File: src/rtl/hsi_pkg.sv
// Shared types and sizing helpers for the HSI serial lane engine.
// Legal parameter ranges live here so every block agrees on them.
package hsi_pkg;

  typedef enum logic [1:0] {
    IDLE,
    HDR,
    DATA,
    GAP
  } state_t;

  localparam int NUM_TX_MIN = 1;
  localparam int NUM_TX_MAX = 8;
  localparam int DATA_W_MIN = 8;
  localparam int DATA_W_MAX = 64;
  localparam int DIV_MIN    = 1;
  localparam int DIV_MAX    = 255;

  function automatic int ch_w(input int n);
    return (n > 1) ? $clog2(n) : 1;
  endfunction

endpackage

File: src/rtl/hsi_rr_arb.sv
// Round-robin channel arbiter for the HSI lane engine.
// The pointer moves past the winner only when a grant is taken.
module hsi_rr_arb
  import hsi_pkg::*;
#(
  parameter int N = 3,
  localparam int IW = ch_w(N)
) (
  input  logic          clk,
  input  logic          rstn,
  input  logic [N-1:0]  req,
  input  logic          advance,
  output logic [N-1:0]  grant,
  output logic [IW-1:0] grant_idx
);

  logic [IW-1:0] ptr;
  logic          found;

  always_comb begin
    grant     = '0;
    grant_idx = '0;
    found     = 1'b0;
    for (int i = 0; i < N; i++) begin
      if (!found && req[(int'(ptr) + i) % N]) begin
        found = 1'b1;
        grant[(int'(ptr) + i) % N] = 1'b1;
        grant_idx = IW'((int'(ptr) + i) % N);
      end
    end
  end

  always_ff @(posedge clk or negedge rstn) begin
    if (!rstn) begin
      ptr <= '0;
    end else if (advance) begin
      ptr <= (int'(grant_idx) == N - 1) ? '0
           : grant_idx + IW'(1);
    end
  end

endmodule

File: src/rtl/hsi_lane_engine.sv
// Serial lane engine: arbitrates TX streams onto a framed serial
// link and captures the looped-back data word into an RX stream.
module hsi_lane_engine
  import hsi_pkg::*;
#(
  parameter int NUM_TX = 3,
  parameter int DATA_W = 32,
  parameter int DIV    = 2
) (
  input  logic                     clk,
  input  logic                     rstn,
  input  logic                     cfg_enable,
  input  logic [NUM_TX*DATA_W-1:0] s_tdata,
  input  logic [NUM_TX-1:0]        s_tvalid,
  output logic [NUM_TX-1:0]        s_tready,
  output logic [DATA_W-1:0]        m_tdata,
  output logic                     m_tvalid,
  input  logic                     m_tready,
  output logic                     hs_clk,
  output logic                     hs_frame,
  output logic                     hs_tx,
  input  logic                     hs_rx,
  output logic                     busy,
  output logic                     rx_overflow
);

  localparam int CH_W = ch_w(NUM_TX);
  localparam int NB   = CH_W + DATA_W;
  localparam int CW   = $clog2(2 * DIV);
  localparam int BW   = $clog2(NB);

  localparam logic [CW-1:0] HALF     = CW'(DIV);
  localparam logic [CW-1:0] HALF_M1  = CW'(DIV - 1);
  localparam logic [CW-1:0] LAST     = CW'(2 * DIV - 1);
  localparam logic [BW-1:0] HDR_LAST = BW'(CH_W - 1);
  localparam logic [BW-1:0] NB_LAST  = BW'(NB - 1);

  state_t              state;
  logic [CW-1:0]       cnt;
  logic [BW-1:0]       bitn;
  logic [NB-1:0]       sr;
  logic [DATA_W-1:0]   rx_sr;
  logic [DATA_W-1:0]   rx_next;
  logic [DATA_W-1:0]   sel;
  logic [NUM_TX-1:0]   grant;
  logic [CH_W-1:0]     grant_idx;
  logic                go;
  logic                bit_end;
  logic                sample;

  // rstn gates the grant so s_tready is low while reset is held
  assign go = rstn && (state == IDLE) && cfg_enable && (|s_tvalid);
  assign s_tready = go ? grant : '0;
  assign busy     = (state != IDLE);
  assign bit_end  = (cnt == LAST);
  assign sample   = (state == DATA) && (cnt == HALF);
  assign rx_next  = sample ? {rx_sr[DATA_W-2:0], hs_rx} : rx_sr;

  always_comb begin
    sel = '0;
    for (int i = 0; i < NUM_TX; i++) begin
      if (grant[i]) sel = sel | s_tdata[i*DATA_W +: DATA_W];
    end
  end

  hsi_rr_arb #(
    .N(NUM_TX)
  ) u_arb (
    .clk      (clk),
    .rstn     (rstn),
    .req      (s_tvalid),
    .advance  (go),
    .grant    (grant),
    .grant_idx(grant_idx)
  );

  always_ff @(posedge clk or negedge rstn) begin
    if (!rstn) begin
      state       <= IDLE;
      cnt         <= '0;
      bitn        <= '0;
      sr          <= '0;
      rx_sr       <= '0;
      m_tdata     <= '0;
      m_tvalid    <= 1'b0;
      rx_overflow <= 1'b0;
      hs_clk      <= 1'b0;
      hs_frame    <= 1'b0;
      hs_tx       <= 1'b0;
    end else begin
      if (m_tvalid && m_tready) m_tvalid <= 1'b0;
      unique case (state)
        IDLE: begin
          if (go) begin
            state    <= HDR;
            cnt      <= '0;
            bitn     <= '0;
            sr       <= {grant_idx, sel};
            hs_frame <= 1'b1;
            hs_tx    <= grant_idx[CH_W-1];
          end
        end
        HDR, DATA: begin
          rx_sr <= rx_next;
          if (bit_end) begin
            cnt    <= '0;
            hs_clk <= 1'b0;
            bitn   <= bitn + BW'(1);
            sr     <= {sr[NB-2:0], 1'b0};
            if (bitn == NB_LAST) begin
              state    <= GAP;
              hs_frame <= 1'b0;
              hs_tx    <= 1'b0;
              // a still-pending word blocks the load; the new one is lost
              if (!m_tvalid || m_tready) begin
                m_tdata  <= rx_next;
                m_tvalid <= 1'b1;
              end else begin
                rx_overflow <= 1'b1;
              end
            end else begin
              hs_tx <= sr[NB-2];
              if (bitn == HDR_LAST) state <= DATA;
            end
          end else begin
            cnt <= cnt + CW'(1);
            if (cnt == HALF_M1) hs_clk <= 1'b1;
          end
        end
        GAP: begin
          if (bit_end) begin
            state <= IDLE;
            cnt   <= '0;
          end else begin
            cnt <= cnt + CW'(1);
          end
        end
        default: state <= IDLE;
      endcase
    end
  end

endmodule

File: config.mk
export PLATFORM = sky130hd
export DESIGN_NAME = hsi_lane_engine
export DESIGN_NICKNAME = d
export VERILOG_FILES = /design/src/rtl/hsi_pkg.sv /design/src/rtl/hsi_rr_arb.sv /design/src/rtl/hsi_lane_engine.sv
export SDC_FILE = /design/constraint.sdc
export NUM_CORES = 1
export LEC_CHECK = 0
export BUFFER_PORTS_ARGS = -buffer_cell sky130_fd_sc_hd__buf_2
export CAP_MARGIN = 25
export CORE_MARGIN = 4
export CORE_UTILIZATION = 55
export DETAILED_ROUTE_END_ITERATION = 16
export PLACE_DENSITY = 0.76
export RECOVER_POWER = 50
export SYNTH_ARGS = -nofsm -noshare
export SYNTH_HDL_FRONTEND = slang
export SYNTH_SLANG_ARGS = --single-unit
File: constraint.sdc
create_clock -name clk -period 2.9 [get_ports clk]
set_input_delay 0 -clock clk [delete_from_list [all_inputs] [get_ports clk]]
set_output_delay 0 -clock clk [all_outputs]
set_load 0.05 [all_outputs]
Word-level counts from Yosys, hierarchy flattened --
Cells that the tools add are included. Widths: inputs -> output; s select.
Cells by class: $add $sub $neg 5, muxes and demuxes 59, order comparisons 6, reductions and logical operators 27, eq/ne operators 14, bitwise gates (word level) 5, divide/modulo/power cells 3
Operators with widths (number):
- $mux 32 | 4
- $ge 32x1->1 const B | 3
- $lt 32x4->1 const B | 3
- $mux 33 | 2
- $pmux 33 s2 | 1
- $mod 32x3->32 const B | 2
- $or 32x32->32 | 2
- $mod 3x3->32 const B | 1
- $mux 1 | 24
- $mux 2 | 11
- $reduce_and 4->1 | 4
- $mux 3 | 4
- $mux 6 | 2
- $pmux 6 s2 | 1
- $eq 2x2->1 const B | 5
- $logic_and 1x1->1 | 10
- $ne 2x2->1 const B | 4
- $add 6x1->6 const B | 1
- $bmux 1 s2 | 3
- $demux 1 s2 | 3
- $eq 6x1->1 const B | 1
- $eq 6x6->1 const B | 1
- $or 3x3->3 | 2
- $pmux 2 s3 | 1
- 16 further kinds | 24
Word-level totals: register bits after elaboration 114, output and inout bits 41, logic and storage cells 131, input bits 104

Logic depth before layout (Yosys ltp) --
Gate-level depths: netlist of run 1.
depth after elaboration 18, mapped depth 9, depth with buffers taken out 7

Hierarchy --
A second synthesis of run 1 with hierarchy kept.
Second synthesis, totals: cells, all modules 568, area total of the unflattened synthesis 5828.1 um2
By module, submodules not included:
- hsi_lane_engine | seq. area each 2802.7 um2, times used 1, area each 5456.5 um2, cells each 522
- hsi_rr_arb | seq. area each 50.0 um2, times used 1, area each 371.6 um2, cells each 46

Worst setup path after synthesis of run 1 --
Ideal clock, no wire load.
kind register to output, from register u_arb.ptr[0], to output port s_tready[0], stages on the path, launching flop included 10, buffers on the path 2, slack -0.022 ns, arrival time 2.922 ns, required time 2.900 ns, path through dfrtp_1 > inv_1 > ha_1 > buf_2 > nand2b_1 > o32ai_1 > a31oi_2 > clkbuf_1 > a22o_1 > nor3_1
Between the ends: word-level cells in the longest chain between the ends 12, elaborated cells on any way between the ends 41, classes of those cells 2 x add/sub; 3 x div; 6 x order compare; 21 x mux; 2 x bitwise; 7 x reduce/logical
Ends and longest elaborated chain:
- start: declaration | line hsi_rr_arb.sv:17 | logic [IW-1:0] ptr;
- start signal: assignment | line hsi_rr_arb.sv:37 | ptr <= (int'(grant_idx) == N - 1) ? '0
- parallel branches: the longest is 10 deep, another holds $mod 32x3->32
- $mux 3 * | line hsi_rr_arb.sv:25 | if (!found && req[(int'(ptr) + i) % N]) begin
- $mux 3 * | line hsi_lane_engine.sv:53 | assign s_tready = go ? grant : '0;
- end: declaration | line hsi_lane_engine.sv:15 | output logic [NUM_TX-1:0] s_tready,
Every way passes the cells marked *. The select of a mux whose other input is x is not followed.

Worst setup path in the final report of run 1 --
Ends and elaborated chain as after synthesis.

==> flow_summary.json, run 1 <==
{
  "grt_use_total_pct": 28.5,
  "drc": 0,
  "fin_tns_setup_ns": 0,
  "numCtsBuffers": 17,
  "synth_top_flop_cell": "dfrtp_1",
  "holdPathEnd": "sr[11]",
  "grt_overflow_total": 0,
  "min_path_type": "in2reg",
  "htree_levels": 4,
  "worst_slew_pin_slew_ns": 1.58,
  "coreArea_um2": 12000,
  "fp.dieH_um": 119,
  "crit_type": "reg2out",
  "clock-sinks": 114,
  "vias": 6853,
  "hold_viol": 0,
  "async_flop_share_pct": 100,
  "gp_congestion": 0.885,
  "syn_area_um2": 6770,
  "finClkSkew_ns": 0.00973,
  "ys_seq_area_share_pct": 42.2,
  "cts-root-buf": "clkbuf_16",
  "fin_crit_sh_pct": 95.6,
  "final_cells": 1112,
  "r2r_slack_ns": 0.29,
  "io_pins": 145,
  "routed_wl_um": 20100,
  "whs_path_depth": 4,
  "synthDistinctLibCells": 51,
  "layout_common_cells": "o21ai_0 (166), dfrtp_1 (114), buf_2 (106)",
  "layout-drive-gt1-share_pct": 21.0,
  "syn2layout_area_growth_pct": 31.2,
  "p_per_area_nw_per_um2": 1020,
  "p_seq_share_pct": 24.5,
  "max_freq_mhz": 361,
  "antenna_found_initial": 0,
  "syn_inst": 762,
  "grt_pass1_vias": 7045,
  "period_needed_ns": 2.77,
  "nets": 1069,
  "synth_area_per_cell_um2": 8.88,
  "setup-violations-final": 0,
  "synth_nets": 878,
  "ant_nets": 0,
  "worstRegToRegCells": 8,
  "drt_iter0_markers": 720,
  "diodes": 0,
  "r2r-start": "state[1]",
  "rsz0062_at_grt": "no",
  "slew_headroom_pct": -5.55,
  "switching_share_pct": 42.9,
  "worstSetupStartpointType": "flop",
  "viasPerCell": 6.16,
  "place_inst": 1010,
  "drv_cap": 1,
  "dpl.hpwl_um": 12500,
  "status": "finished, violations left",
  "clk_pin_slew_ns": 0.05,
  "r2r-end": "m_tdata[10]",
  "clkLatencyLatePin_ns": 0.42,
  "report.final.slew_viol_count": 75,
  "endpoint_kind": "output port",
  "comb_power_share_pct": 51.5,
  "final_common_cell": "o21ai_0",
  "routedWlPerCell_um": 18.1,
  "critPathMaxFanout": 27,
  "intPower_w": 0.00516,
  "arrival_ns": 2.77,
  "synth_edf_count": 0,
  "drt_pre_antenna_iters": 5,
  "fill_cells": 881,
  "clkPwrFrac_pct": 24.0,
  "cts_tree": "done",
  "rows": 40,
  "clock_path_buffers": 2,
  "yosysWarnings": 0,
  "die_x_um": 119,
  "hold_start": "s_tdata[11]",
  "die-area_um2": 14100,
  "ir_drop_mv": 1.07,
  "initial_core_util_pct": 56.3,
  "grt_pass1_wl_um": 32900,
  "grt_start_max_net_pins": 75,
  "critPathRequiredTime_ns": 2.90,
  "synth_seq_cells": 114,
  "p_leak_nw": 4.20,
  "io_buffer_count": 144,
  "p_sw_w": 0.00389,
  "violations": "max-capacitance violations, max-slew violations"
}
[sequential cells by signal, indices dropped and copies added (netlist names)]
| register | cells |
|---|---|
| u_arb.ptr | 2 |
| hs_frame | 1 |
| rx_sr | 32 |
| cnt | 2 |
| hs_clk | 1 |
| state | 2 |
| m_tdata | 32 |
| bitn | 6 |
| m_tvalid | 1 |
| rx_overflow | 1 |
| sr | 33 |
| hs_tx | 1 |
[metrics by stage]
stage | worst slack [ns] | util, % | total power (W) | area [um^2] | hold slack (ns)
finish | 0.129 | 73.9 | 0.00905 | 8880 | 0.00652
global placement | 0.492 | 63.3 | 0.00647 | 7600 | 0.156
detailed placement | 0.392 | 63.3 | 0.00663 | 7600 | 0.155
CTS | 0.0473 | 74.2 | 0.00892 | 8910 | 0.00203
floorplan | 0.402 | - | 0.00550 | 6770 | -0.296
global route | 0.0421 | 73.9 | 0.00963 | 8880 | 0.0457
[cells in the mapped netlist (all sizes together), types with 2 or more instances]
cell | number | area share (%)
o31a | 31 | 4.0
a21oi | 42 | 3.1
mux2i | 36 | 5.3
nand3 | 67 | 5.0
inv | 42 | 2.3
a211oi | 2 | 0.22
nor2b | 4 | 0.37
a31oi | 2 | 0.28
and2 | 4 | 0.37
mux2 | 35 | 5.9
o21a | 2 | 0.22
o21ai | 166 | 12
clkbuf | 51 | 2.8
nor2 | 9 | 0.50
dfrtp | 114 | 42
o21bai | 2 | 0.22
nand2 | 53 | 2.9
a21o | 32 | 3.6
o22a | 4 | 0.65
nand2b | 6 | 0.55
a32o | 2 | 0.30
buf | 15 | 1.5
ha | 12 | 2.2
nor3 | 8 | 0.59
o22ai | 2 | 0.28
[power groups by stage]
stage / registers (W) / clock network [W] / logic, W
6_report: 0.00222 / 0.00217 / 0.00467
4_1_cts: 0.00221 / 0.00219 / 0.00452
5_1_grt: 0.00225 / 0.00227 / 0.00510
3_3_place_gp: 0.00220 / 0 / 0.00426
3_5_place_dp: 0.00223 / 0 / 0.00441
2_1_floorplan: 0.00224 / 0 / 0.00326
[cell type report]
cell class	count	area, um^2	share of cell area (%)
clock inverters	10	159	1.79
clock buffers	21	450	5.07
multi-input cells	539	3500	39.4
flip-flops and latches	114	2850	32.1
inverters	43	161	1.82
well taps	147	184	2.07
repair buffers	238	1570	17.7
[worst max-delay path by stage]
stage	from	end	slack [ns]	cells past startpoint
2_1_floorplan	u_arb.ptr[0]	s_tready[0]	0.40	9
3_5_place_dp	u_arb.ptr[0]	s_tready[0]	0.39	9
4_1_cts	u_arb.ptr[0]	s_tready[0]	0.05	9
6_report	u_arb.ptr[0]	s_tready[0]	0.13	9
5_1_grt	u_arb.ptr[1]	s_tready[1]	0.04	9
3_3_place_gp	u_arb.ptr[0]	s_tready[0]	0.49	9
[worst max-delay path, cell delays in order (launching register included)]
cell,delay (ns)
dfrtp_1,0.39
inv_1,0.11
ha_2,0.35
nand2b_1,0.25
o32ai_2,0.27
a31oi_2,0.21
buf_12,0.23
a22o_1,0.21
nor3_2,0.10
buf_4,0.22
[kinds of logic (layout without fill, tap and decap cells)]
| logic type | Yosys count | in the layout | share of synthesized area (%) |
|---|---|---|---|
| buffers and inverters | 109 | 312 | 6.71 |
| and+or+nand+nor | 158 | 158 | 11.1 |
| muxes | 71 | 71 | 11.2 |
| AOI/OAI and AO/OA | 298 | 298 | 26.6 |
| DFF | 114 | 114 | 42.2 |
| adders and majority gates | 12 | 12 | 2.22 |
[metal layers]
layer	track usage (%)	vias up	routed length [um]
li1	-	3113	-
met1	34.3	3259	7990
met2	47.7	400	9780
met3	6.79	81	1610
met4	14.8	0	699
met5	0	-	0
[what timing repair did]
action / CTS / global route
endpoints found under the hold margin: 76 / 0
resized for setup: 2 / 3
hold buffers: 69 / 0
endpoints found under the setup margin: 1 / 2
buffers inserted: 0 / 2
pin swaps: 0 / 1
Note: power is estimated with default switching activity, not from simulation.
==> run 2: changes to the inputs <==
--- a/config.mk
+++ b/config.mk
@@ -7,2 +7,3 @@
 export LEC_CHECK = 0
+export ABC_AREA = 1
 export BUFFER_PORTS_ARGS = -buffer_cell sky130_fd_sc_hd__buf_2
@@ -10,3 +11,4 @@
 export CORE_MARGIN = 4
-export CORE_UTILIZATION = 55
+export CORE_UTILIZATION = 54
+export CTS_BUF_LIST = sky130_fd_sc_hd__clkbuf_16
 export DETAILED_ROUTE_END_ITERATION = 16
--- a/constraint.sdc
+++ b/constraint.sdc
@@ -3,2 +3,2 @@
 set_output_delay 0 -clock clk [all_outputs]
-set_load 0.05 [all_outputs]
+set_load 0.005 [all_outputs]
==> flow_summary.json, run 2 <==
{
  "grt_pass1_vias": 5892,
  "slew_headroom_pct": 9.49,
  "vias": 6039,
  "reg_top3": "sr x33, m_tdata x32, rx_sr x32",
  "layout-drive-gt1-share_pct": 20.3,
  "fill_cells": 800,
  "grt_pass1_wl_um": 26900,
  "postCtsSetupBuffers": 0,
  "clkLatencyLatePin_ns": 0.41,
  "worstPathBufferInverterCount": 4,
  "drv_cap": 0,
  "fin_crit_sh_pct": 94.4,
  "largest_register_ffs": 33,
  "finClkSkew_ns": 0.00958,
  "r2r-start": "state[1]",
  "ys_seq_area_share_pct": 45.8,
  "io_pins": 145,
  "syn_area_um2": 6220,
  "hold_viol": 0,
  "p_leak_nw": 4.32,
  "grt_use_total_pct": 25.1,
  "clock_path_buffers": 2,
  "status": "completed",
  "rows": 38,
  "critPathRequiredTime_ns": 3.24,
  "async_flop_share_pct": 100,
  "clock-sinks": 114,
  "numCtsBuffers": 17,
  "antenna_found_initial": 1,
  "setup-violations-final": 0,
  "coreArea_um2": 11100,
  "diodes": 0,
  "routedWlPerCell_um": 14.1,
  "htree_levels": 4,
  "r2r_slack_ns": 0.16,
  "fp.dieH_um": 115,
  "arrival_ns": 3.07,
  "clk_pin_slew_ns": 0.06,
  "synth_area_leaders": "dfrtp_1 (46%), nand2_1 (19%), o21ai_0 (7.2%)",
  "ir_drop_mv": 0.841,
  "grt_overflow_total": 0,
  "syn_inst": 803,
  "viasPerCell": 5.17,
  "synth_nets": 919,
  "routed_wl_um": 16400,
  "crit_path_top_delay_cell": "dlygate4sd3_1",
  "cts-root-buf": "clkbuf_16",
  "die-area_um2": 13300,
  "layout_common_cells": "nand2_1 (315), buf_2 (122), dfrtp_1 (114)",
  "synth_most_common_cell": "nand2_1",
  "dpl.hpwl_um": 9270,
  "final_common_cell": "nand2_1",
  "cts_tree": "done",
  "synthDistinctLibCells": 32,
  "crit_type": "reg2reg",
  "drt_iter0_markers": 439,
  "crit_family": "buffers and inverters",
  "hold_start": "s_tvalid[2]",
  "period_needed_ns": 2.74,
  "worst_slack_ns": 0.163,
  "gp_congestion": 0.824,
  "synth_seq_cells": 114,
  "drt_pre_antenna_iters": 5,
  "endpoint_kind": "flop",
  "synth_top_area_share_pct": 45.8,
  "max_freq_mhz": 365,
  "io_buffer_count": 144,
  "yosysWarnings": 0,
  "die_x_um": 115,
  "p_per_area_nw_per_um2": 1190,
  "synth_area_per_cell_um2": 7.75,
  "nets": 1130,
  "r2r-end": "sr[8]",
  "dp_slack_ns": 0.579,
  "whs_path_depth": 4,
  "initial_core_util_pct": 56.2,
  "holdPathEnd": "u_arb.ptr[1]",
  "netlist_top_cells_count": "nand2_1 (315), dfrtp_1 (114), o21ai_0 (90), inv_1 (41), o21bai_1 (33)",
  "ant_nets": 0,
  "yosys.area.top_type": "dfrtp_1",
  "report.final.slew_viol_count": 0,
  "critPathMaxStageDelay_ns": 0.55,
  "grt_start_max_net_pins": 130,
  "synth_top_flop_cell": "dfrtp_1",
  "synth_edf_count": 0,
  "min_path_type": "in2reg",
  "syn2layout_area_growth_pct": 34.5,
  "drc": 0,
  "worst_slew_pin_slew_ns": 1.36,
  "crit_chain": "inv_1 > ha_1 > clkinv_2 > a21oi_1 > nand2_2 > inv_4 > o21ai_0 > o21bai_1 > dlygate4sd3_1 > nand2_1",
  "post-route-util_pct": 75.6,
  "regMostFlops": "sr",
  "worstRegToRegCells": 10,
  "worstSetupStartpointType": "flop",
  "critPathMaxFanout": 35
}
[run 2: worst register-to-register path, cell delays in order, from the launching register on]
cell and delay [ns]:
dfrtp_1 0.40, inv_1 0.07, ha_1 0.44, clkinv_2 0.15
a21oi_1 0.19, nand2_2 0.16, inv_4 0.28, o21ai_0 0.18
o21bai_1 0.18, dlygate4sd3_1 0.55, nand2_1 0.06
[run 2: kinds of logic (layout without fill, tap and decap cells)]
group	after synthesis	count (layout)	share of synthesized area, %
flip-flops	114	114	45.8
multiplexers	1	1	0.181
adder cells (fa/ha/maj)	12	12	2.41
buffers and inverters	93	317	7.84
AO/OA/AOI/OAI	185	185	16.6
AND/OR/NAND/NOR	398	398	27.1
[run 2: worst max-delay path by stage]
stage,startpoint,endpoint,slack (ns),depth (start not counted)
after floorplan,u_arb.ptr[0],sr[29],1.04,13
after global placement,u_arb.ptr[0],sr[9],0.66,12
after detailed placement,state[1],sr[3],0.58,9
after CTS,state[1],sr[19],0.04,10
after global routing,state[1],sr[29],-0.003,10
final,state[1],sr[8],0.16,10
[run 2: power breakdown]
group	leakage (nW)	internal [W]	switching [W]
Clock	0.308	0.00152	0.000736
Sequential	1.50	0.00212	0.000311
Combinational	2.51	0.00202	0.00324
[run 2: metal layers]
metal | wire, um | part of all wire [%] | GRT usage, % | vias to the layer above
met1 | 7000 | 43 | 31.1 | 2782
li1 | - | - | - | 3007
met2 | 7980 | 49 | 42.1 | 206
met4 | 427 | 2.6 | 10.6 | 2
met3 | 985 | 6.0 | 6.21 | 42
met5 | 19 | 0.12 | 0 | -
[run 2: what timing repair did]
| action | in CTS | in global routing |
|---|---|---|
| resized for setup | 0 | 7 |
| hold endpoints to repair | 91 | 0 |
| endpoints found under the setup margin | 0 | 32 |
| hold buffers | 86 | 0 |
[run 2: final cells by class]
| cell class | count | area (um^2) | area share [%] |
|---|---|---|---|
| Tap cell | 140 | 175 | 2.09 |
| Inverter | 50 | 191 | 2.29 |
| Clock inverter | 15 | 216 | 2.59 |
| Sequential cell | 114 | 2850 | 34.1 |
| Multi-Input combinational cell | 596 | 2910 | 34.8 |
| Timing Repair Buffer | 235 | 1600 | 19.1 |
| Clock buffer | 17 | 425 | 5.08 |
[run 2: through the flow]
stage	cells	total power (W)	hold slack (ns)	area, um^2	TNS (ns)
detailed placement	1049	0.00689	0.260	6880	0
finish	1167	0.00995	0.126	8370	0
global route	1167	0.0108	0.168	8370	-0.00332
global placement	1049	0.00680	0.262	6880	0
floorplan	803	0.00634	-0.296	6220	0
CTS	1167	0.00981	0.0989	8380	0
==> run 3: changes to the inputs <==
Settings changed: ABC_AREA 1 to default, CORE_UTILIZATION 54 to 55.
==> flow_summary.json, run 3 (synthesis results as in run 1) <==
{
  "viasPerCell": 6.08,
  "routedWlPerCell_um": 17.5,
  "grt_pass1_vias": 6716,
  "slew_headroom_pct": -0.0546,
  "layout-drive-gt1-share_pct": 23.2,
  "cts-root-buf": "clkbuf_16",
  "r2r-start": "state[0]",
  "p_per_area_nw_per_um2": 997,
  "diodes": 0,
  "endpoint_kind": "output port",
  "die_x_um": 119,
  "cp_num_cells": 9,
  "critPathRequiredTime_ns": 2.90,
  "worstSetupStartpointType": "flop",
  "drc": 0,
  "violations": "max-capacitance violations, max-slew violations",
  "gp_congestion": 0.833,
  "total_power_w": 0.00879,
  "r2r_slack_ns": 0.23,
  "status": "finished, violations left",
  "dpl.hpwl_um": 11800,
  "regMostFlops": "sr",
  "reg_top3": "sr x33, m_tdata x32, rx_sr x32",
  "ir_drop_mv": 1.31,
  "grt_start_max_net_pins": 65,
  "report.final.slew_viol_count": 50,
  "layout_common_cells": "o21ai_0 (166), buf_2 (130), dfrtp_1 (114)",
  "grt_use_total_pct": 27.4,
  "grt_pass1_wl_um": 31700,
  "max_freq_mhz": 365,
  "postCtsSetupBuffers": 0,
  "worst_slew_pin_slew_ns": 1.50,
  "numCtsBuffers": 17,
  "fin_crit_sh_pct": 94.4,
  "worstPathBufferInverterCount": 3,
  "crit_type": "reg2out",
  "arrival_ns": 2.74,
  "clk_pin_slew_ns": 0.05,
  "period_needed_ns": 2.74,
  "holdPathEnd": "sr[15]",
  "cts_tree": "done",
  "rows": 40,
  "antenna_found_initial": 0,
  "clock_path_buffers": 2,
  "crit_family": "compound AO/OA/AOI/OAI gates",
  "clkLatencyLatePin_ns": 0.41,
  "routed_wl_um": 19400,
  "ant_nets": 0,
  "clkPwrFrac_pct": 24.2,
  "io_buffer_count": 144,
  "drt_pre_antenna_iters": 6,
  "setup-violations-final": 0,
  "switching_share_pct": 42.4,
  "largest_register_ffs": 33,
  "clock-sinks": 114,
  "coreArea_um2": 12000,
  "critPathMaxStageDelay_ns": 0.41,
  "intPower_w": 0.00506,
  "htree_levels": 4,
  "final_common_cell": "o21ai_0",
  "nets": 1061,
  "crit_path_top_delay_cell": "dfrtp_1",
  "drv_cap": 1,
  "hold_viol": 0,
  "die-area_um2": 14100,
  "min_path_type": "in2reg",
  "fin_tns_setup_ns": 0,
  "finClkSkew_ns": 0.00383,
  "vias": 6718,
  "drt_iter0_markers": 683,
  "p_seq_share_pct": 25.1,
  "syn2layout_area_growth_pct": 30.2,
  "critPathMaxFanout": 33,
  "p_sw_w": 0.00372,
  "crit_chain": "inv_1 > ha_2 > nand2b_1 > o32ai_2 > a31oi_2 > buf_4 > a22o_1 > nor3_1 > buf_2",
  "r2r-end": "sr[3]",
  "hold_start": "s_tdata[47]",
  "rsz0062_at_grt": "no",
  "initial_core_util_pct": 56.3,
  "io_pins": 145,
  "grt_overflow_total": 0,
  "fp.dieH_um": 119,
  "comb_power_share_pct": 50.7,
  "p_leak_nw": 4.20,
  "worstRegToRegCells": 8,
  "whs_path_depth": 4
}
-- run 3: cell count changes in the layout (fill, tap and decap cells not counted), moves of 31 or more --
cell	previous run	this run
o21ai_0	90	166
o21bai_1	33	2
a21o_1	0	32
nand2_1	315	52
mux2i_1	0	36
mux2_2	1	34
nand3_1	15	67
o31a_1	0	31
-- run 3: worst register-to-register path, cell delays in order, from the launching register on --
cell      delay (ns)
dfrtp_1         0.38
inv_1           0.11
ha_1            0.25
buf_4           0.22
inv_1           0.18
clkbuf_1        0.93
o21ai_0         0.24
o21ai_0         0.15
o31a_1          0.17
-- run 3: metrics by stage --
step	instances	cell area (um^2)	hold slack [ns]	util, %	worst slack, ns
floorplan	762	6770	-0.296	-	0.661
global placement	1008	7570	0.226	63.0	0.152
detailed placement	1009	7590	0.229	63.2	0.260
CTS	1105	8830	0.00228	73.5	0.0848
global route	1105	8810	0.0264	73.3	0.0102
finish	1105	8810	0.0117	73.3	0.161
-- run 3: cell type report --
cell class                 instances  area (um^2)
multi-input combinational        539         3490
fill                             883         3200
sequential                       114         2850
timing repair buffer             230         1520
clock buffer                      17          425
tap                              147          184
clock inverter                    15          174
inverter                          43          161
-- run 3: power groups by stage --
stage               sequential (W)  combinational (W)  clock, W
finish                     0.00220            0.00445   0.00213
global route               0.00224            0.00489   0.00223
CTS                        0.00220            0.00435   0.00214
detailed placement         0.00222            0.00425         0
global placement           0.00220            0.00406         0
floorplan                  0.00216            0.00321         0
-- run 3: per-layer routing --
layer	share of wire (%)	track usage, %
met5	0	0
met1	40	34.4
met4	2.8	11.6
met2	49	45.7
met3	8.2	6.17
-- run 3: how the worst max path moves through the flow --
stage                       startpoint     endpoint  slack (ns)
after global routing      u_arb.ptr[0]  s_tready[1]        0.01
after detailed placement  u_arb.ptr[1]        sr[0]        0.26
final                     u_arb.ptr[0]  s_tready[0]        0.16
after global placement    u_arb.ptr[0]        sr[0]        0.15
after floorplan           u_arb.ptr[1]       sr[10]        0.66
after CTS                 u_arb.ptr[0]  s_tready[0]        0.08
-- run 3: repair_timing --
item                                    CTS  global route
endpoints found under the setup margin    0             3
gates resized for setup                   0             3
hold buffers                             64             0
endpoints found under the hold margin    89             0
